## src/rtl/uart_rx.sv

```systemverilog
// uart_rx: 8N1-style UART receiver with mid-bit sampling, valid/frame-error pulses.
// Define UART_RX_MAJORITY_EN to take each bit decision as a 2-of-3 vote around mid-bit.
module uart_rx #(
  parameter int DATA_BITS      = 8,
  parameter int CYCLES_PER_BIT = 108
) (
  input  logic                 i_clk,
  input  logic                 i_rst,
  input  logic                 i_rx,
  output logic [DATA_BITS-1:0] o_data,
  output logic                 o_valid,
  output logic                 o_frame_err,
  output logic                 o_busy
);
  localparam int HALF = CYCLES_PER_BIT / 2;
  localparam int CW   = $clog2(CYCLES_PER_BIT);
  localparam int IW   = $clog2(DATA_BITS + 1);
  typedef enum logic [2:0] {IDLE, START, DATA, STOP, BREAK} state_t;
  state_t                state_q, state_d;
  logic                  s1_q, s2_q;
  logic [CW-1:0]         cnt_q, cnt_d;
  logic [IW-1:0]         idx_q, idx_d;
  logic [DATA_BITS-1:0]  sr_q, sr_d, data_q, data_d;
  logic                  valid_q, valid_d, ferr_q, ferr_d;
  logic                  rx_s, tick, bit_s;
  assign rx_s = s2_q;
  assign tick = cnt_q == '0;
`ifdef UART_RX_MAJORITY_EN
  logic [1:0] h_q;
  // h_q[0] holds rx_s at cnt==1 and h_q[1] at cnt==2 when tick is seen
  assign bit_s = (h_q[1] & h_q[0]) | (h_q[1] & rx_s) | (h_q[0] & rx_s);
  always_ff @(posedge i_clk or posedge i_rst)
    if (i_rst) h_q <= 2'b11;
    else       h_q <= {h_q[0], rx_s};
`else
  assign bit_s = rx_s;
`endif
  always_ff @(posedge i_clk or posedge i_rst) begin
    if (i_rst) begin
      s1_q    <= 1'b1;
      s2_q    <= 1'b1;
      state_q <= IDLE;
      cnt_q   <= '0;
      idx_q   <= '0;
      sr_q    <= '0;
      data_q  <= '0;
      valid_q <= 1'b0;
      ferr_q  <= 1'b0;
    end else begin
      s1_q    <= i_rx;
      s2_q    <= s1_q;
      state_q <= state_d;
      cnt_q   <= cnt_d;
      idx_q   <= idx_d;
      sr_q    <= sr_d;
      data_q  <= data_d;
      valid_q <= valid_d;
      ferr_q  <= ferr_d;
    end
  end
  always_comb begin
    state_d = state_q;
    cnt_d   = cnt_q - 1'b1;
    idx_d   = idx_q;
    sr_d    = sr_q;
    data_d  = data_q;
    valid_d = 1'b0;
    ferr_d  = 1'b0;
    case (state_q)
      IDLE: if (!rx_s) begin
        state_d = START;
        cnt_d   = CW'(HALF - 1);
      end
      START: if (tick) begin
        state_d = bit_s ? IDLE : DATA;
        cnt_d   = CW'(CYCLES_PER_BIT - 1);
        idx_d   = '0;
      end
      DATA: if (tick) begin
        sr_d    = {bit_s, sr_q[DATA_BITS-1:1]};
        idx_d   = idx_q + 1'b1;
        cnt_d   = CW'(CYCLES_PER_BIT - 1);
        state_d = idx_q == IW'(DATA_BITS - 1) ? STOP : DATA;
      end
      STOP: if (tick) begin
        valid_d = bit_s;
        ferr_d  = !bit_s;
        data_d  = bit_s ? sr_q : data_q;
        state_d = bit_s ? IDLE : BREAK;
      end
      BREAK: if (rx_s) state_d = IDLE;
      default: state_d = IDLE;
    endcase
  end
  assign o_data      = data_q;
  assign o_valid     = valid_q;
  assign o_frame_err = ferr_q;
  assign o_busy      = state_q != IDLE;
endmodule

```

## config.mk

```make
export PLATFORM = sky130hd
export DESIGN_NAME = uart_rx
export DESIGN_NICKNAME = d
export VERILOG_FILES = /design/src/rtl/uart_rx.sv
export SDC_FILE = /design/constraint.sdc
export NUM_CORES = 1
export LEC_CHECK = 0
export ABC_AREA = 1
export CAP_MARGIN = 20
export CORE_UTILIZATION = 32
export DETAILED_ROUTE_END_ITERATION = 16
export PLACE_DENSITY = 0.46
export SYNTH_ARGS = -nofsm -noshare
export SYNTH_HDL_FRONTEND = slang
export SYNTH_SLANG_ARGS = --single-unit
```

## constraint.sdc

```tcl
create_clock -name i_clk -period 2.9 [get_ports i_clk]
set_input_delay 0.29 -clock i_clk [delete_from_list [all_inputs] [get_ports i_clk]]
set_output_delay 0.29 -clock i_clk [all_outputs]
set_load 0.02 [all_outputs]
```

### Word level (Yosys, flattened, before mapping)

Cells that the tools add are included.

| word-level totals | value |
|---|---|
| register bits after elaboration | 34 |
| logic and storage cells | 50 |
| output and inout bits | 11 |
| input port bits | 3 |

| operators by class | value |
|---|---|
| equal/unequal tests | 10 |
| reductions and logical operators | 10 |
| add/sub/neg operators | 2 |
| multiplexer cells | 19 |

Operator list:

| cell | number |
|---|---|
| $mux W3 | 6 |
| $pmux W3 S5 | 1 |
| $mux W7 | 2 |
| $pmux W7 S2 | 1 |
| $ne A2 B2 Y1 const B | 5 |
| $mux W4 | 2 |
| $pmux W4 S2 | 1 |
| $logic_not A7 Y1 | 1 |
| $sub A7 B1 Y7 const B | 1 |
| $eq A3 B2 Y1 const B | 2 |
| $reduce_and A3 Y1 | 2 |
| $mux W1 | 5 |
| $reduce_and A5 Y1 | 1 |
| $add A4 B1 Y4 const B | 1 |
| $eq A4 B3 Y1 const B | 1 |
| $eq A3 B1 Y1 const B | 1 |
| $eq A3 B3 Y1 const B | 1 |
| $logic_not A3 Y1 | 1 |
| $reduce_bool A3 Y1 | 1 |
| $mux W2 | 1 |
| $reduce_and A2 Y1 | 1 |
| $reduce_bool A2 Y1 | 1 |
| $reduce_or A2 Y1 | 1 |
| $logic_not A1 Y1 | 1 |

### Longest topological paths before layout

| logic depth | value |
|---|---|
| depth in word-level cells | 4 |
| mapped depth | 10 |
| depth with buffers taken out | 9 |

### Worst setup path before layout

OpenSTA, ideal clock, no wires.

| timing path | value |
|---|---|
| path type | register to register |
| start | register cnt_q[0] |
| end | register data_q[0], in the netlist o_data[0] |
| required time | 2783 ps |
| buffers on the path | 1 |
| setup time | 117 ps |
| setup slack | 1460 ps |
| arrival | 1323 ps |
| period minus slack after synthesis | 1440 ps |
| cell stages (with the launch flop) | 11 |
| cells stage by stage | dfrtp_1 -> inv_1 -> ha_1 -> nand2_2 -> nor2_4 -> nand2_8 -> clkinv_2 -> buf_6 -> nand3_4 -> nand2_1 -> nand2_1 |

| on the way | value |
|---|---|
| cells in the longest elaborated chain, start to end | 2 |

RTL lines:

| item | line | text |
|---|---|---|
| start: declaration | 21 | `logic [CW-1:0] cnt_q, cnt_d;` |
| start signal: assignment | 53 | `cnt_q <= cnt_d;` |
| $logic_not A7 Y1 | 27 | `assign tick = cnt_q == '0;` |
| $reduce_and A3 Y1 (no source line) | -- |  |
| end signal: assignment | 56 | `data_q <= data_d;` |
| end: declaration | 23 | `logic [DATA_BITS-1:0] sr_q, sr_d, data_q, data_d;` |

No other way between the ends.
A chain may end at the register's enable or synchronous reset.

### Final worst setup path

| timing path | value |
|---|---|
| start | register state_q[2] |
| end | output o_busy |

| on the way | value |
|---|---|
| cells in the longest elaborated chain, start to end | 1 |

RTL lines:

| item | line | text |
|---|---|---|
| start: declaration | 19 | `state_t state_q, state_d;` |
| start signal: assignment | 52 | `state_q <= state_d;` |
| $reduce_bool A3 Y1 | 98 | `assign o_busy = state_q != IDLE;` |
| end: declaration | 13 | `output logic o_busy` |

No other way between the ends.

==> impl_metrics.tcl <==
set metrics [dict create \
    antenna_found_initial 0 \
    layout_setup_ws_ns 1.02 \
    synth_mux_area_share_pct 0 \
    clkLatencyLatePin_ns 0.29 \
    avgSynthCellArea_um2 9.19 \
    relSlewSlack_pct 71.6 \
    fin_crit_ns 1.88 \
    finalHoldWorstSlack_ns 0.359 \
    start_util_pct 33.4 \
    synth_fp_nets 178 \
    ys_types 26 \
    setup_viol 0 \
    worst_slew_pin_slew_ns 0.427 \
    postPlaceCellArea_mm2 0.00179 \
    clkTransAtPathRegs_ns 0.07 \
    grt_pass1_wl_um 4970 \
    power_uw 858 \
    max_freq_mhz 531 \
    ys_ff_latch 34 \
    grt_usage_pct 12.9 \
    place_ws_ns 1.09 \
    worstSetupPathType "reg2out" \
    synth_compound_area_share_pct 4.65 \
    p_leak_uw 0.000983 \
    synth_top_cell_by_area "dfrtp_1" \
    final_nets 197 \
    status "completed" \
    wl_um 2860 \
    die_area_mm2 0.00525 \
    ioPinCount 14 \
    rows 25 \
    die_w_um 72.5 \
    grt_setup_unrepaired "no" \
    synth_top_family_by_area "simple AND/OR/NAND/NOR gates" \
    multi_input_area_um2 641 \
    fin_area_mm2 0.00189 \
    dpl.hpwl_um 2000 \
    clkSinkCount 34 \
    synth_cells 173 \
    setup.worst_path.end_class "primary output" \
    routed_via_density 4.25 \
    fin_setup_tns_ns 0 \
    max_cap_violations 0 \
    clk_path_buf_depth 2 \
    hold_viol 0 \
    numCtsBuffers 5 \
    power_density_mw_per_mm2 455 \
    yosys.area_share.xor_xnor_pct 3.31 \
    cts_root_buf "clkbuf_8" \
    syn2layout_area_growth_pct 18.7 \
    ant_nets 0 \
    post_cts_resize_count 0 \
    drt_iter0_drc 37 \
    cts_setup_buffers 0 \
    cts_hold_buf 0 \
    core_mm2 0.00475 \
    grt_max_degree 35 \
    slew_viol_final 0 \
    critPathLaunchType "register" \
    drc_errors 0 \
    worstPathMaxFanout 6 \
    ys_seq_area_share_pct 53.7 \
    synth_fa_ha_area_share_pct 1.57 \
    drive_above_1_share_pct 16.1 \
    hp-class "reg2reg" \
    worstPathArrival_ns 1.59 \
    cts_max_level 2 \
    cts_tree "built" \
    avgRoutedWirePerCell_um 11.0 \
    yosys-top-cells-area "dfrtp_1 50%, nand2_1 14%, nand3_1 5.0%" \
    fin_crit_sh_pct 65.0 \
    synthSimpleGateAreaFrac_pct 30.8 \
    grt_overflow 0 \
    diodes 0 \
    ys_warn_count 0 \
    die_height_um 72.5 \
    syn_area_mm2 0.00159 \
    globalplace.congestion 0.856 \
    seq_area_um2 853 \
    port_buffers 13 \
    nFillCells 506 \
    vias 1104 \
    irDropWorstVdd_mv 0.192 \
    synth_top_cell_area_share_pct 50.4 \
    critical_path_required_ns 2.61 \
    finClkSkew_ns 0.00952 \
    drt-pass1-iter-count 4 \
    grt_pass1_vias 1033 \
]
==> stage by stage <==
step / instances / util [%]
after floorplan: 173 / -
after global placement: 252 / 37.7
after detailed placement: 252 / 37.7
after CTS: 260 / 39.7
after global routing: 260 / 39.7
final: 260 / 39.7
==> per-layer routing <==
layer  share of wire (%)  up-vias  routed length [um]  track usage (%)
li1                    -      583                   -                -
met1                  53      497                1510             17.4
met2                  42       18                1190             18.3
met3                 3.1        6                  89             4.58
met4                 2.2        0                  63             6.54
met5                   0        -                   0                0
==> critical path: stages, from the launching register on <==
cell	delay (ns)
dfrtp_1	0.48
inv_2	0.07
nand2_1	0.13
clkdlybuf4s50_1	0.63
==> cell families (layout without fill, tap and decap cells) <==
| kind of cell | Yosys count | in the layout |
|---|---|---|
| and+or+nand+nor | 97 | 97 |
| DFF | 34 | 34 |
| buffers and inverters | 22 | 42 |
| AOI/OAI and AO/OA | 12 | 12 |
| xor gates and xnor gates | 6 | 6 |
| adders and majority gates | 2 | 2 |
==> synthesized netlist by cell type <==
cell type	instances
o21ai_0	6
buf_6	1
clkinv_2	1
xor2_1	5
nand3_2	1
buf_4	1
xnor2_1	1
a21oi_1	2
nand3_1	16
ha_1	2
nand3_4	1
nand2_4	2
nor2_4	2
nand2_8	1
nand2_2	1
nor2_8	1
nand2_1	61
nor2_1	7
dfrtp_1	32
inv_2	6
dfstp_2	2
nand4_1	3
nor3_4	1
o21ai_2	3
a22oi_1	1
inv_1	13
==> layout make-up <==
cell class,instances,area share [%]
flip-flops and latches,34,45.2
inverters,20,4.05
repair buffers,14,7.29
clock buffers,6,4.38
well taps,67,4.44
clock inverters,2,0.663
multi-input cells,117,34.0
==> path summary, 6_finish.rpt <==
path / cells past startpoint / from / end / slack (ns)
min reg2reg: 0 / s1_q / bit_s / 0.36
max: 3 / state_q[2] / o_busy / 1.02
min: 0 / s1_q / bit_s / 0.36
max reg2reg: 9 / cnt_q[0] / sr_q[7] / 1.09
min in group asynchronous: 3 / i_rst / o_data[0] / 0.39
max in group asynchronous: 3 / i_rst / bit_s / 2.17
==> registers in the layout, indices dropped and copies added (netlist names) <==
name	flops
o_data	8
sr_q	8
cnt_q	7
idx_q	4
state_q	3
bit_s	1
o_frame_err	1
o_valid	1
s1_q	1
==> layout by cell type (no fill, tap or decap), types with 2 or more instances in the layout <==
cell             instances
clkbuf_8                 6
o21ai_2                  3
dfrtp_1                 32
nand3_1                 16
xor2_1                   5
o21ai_0                  6
nor2_4                   2
nand4_1                  3
inv_2                    6
ha_1                     2
a21oi_1                  2
nor2_1                   7
nand2_4                  2
nand2_1                 61
dfstp_2                  2
clkdlybuf4s50_1         13
clkinv_2                 2
inv_1                   13
==> where the power goes <==
group / internal [uW] / switching, uW / total, uW
logic: 3.80 / 10.5 / 14.3
clock network: 191 / 175 / 365
registers: 477 / 1.96 / 479
(Power assumes the default switching activity.)
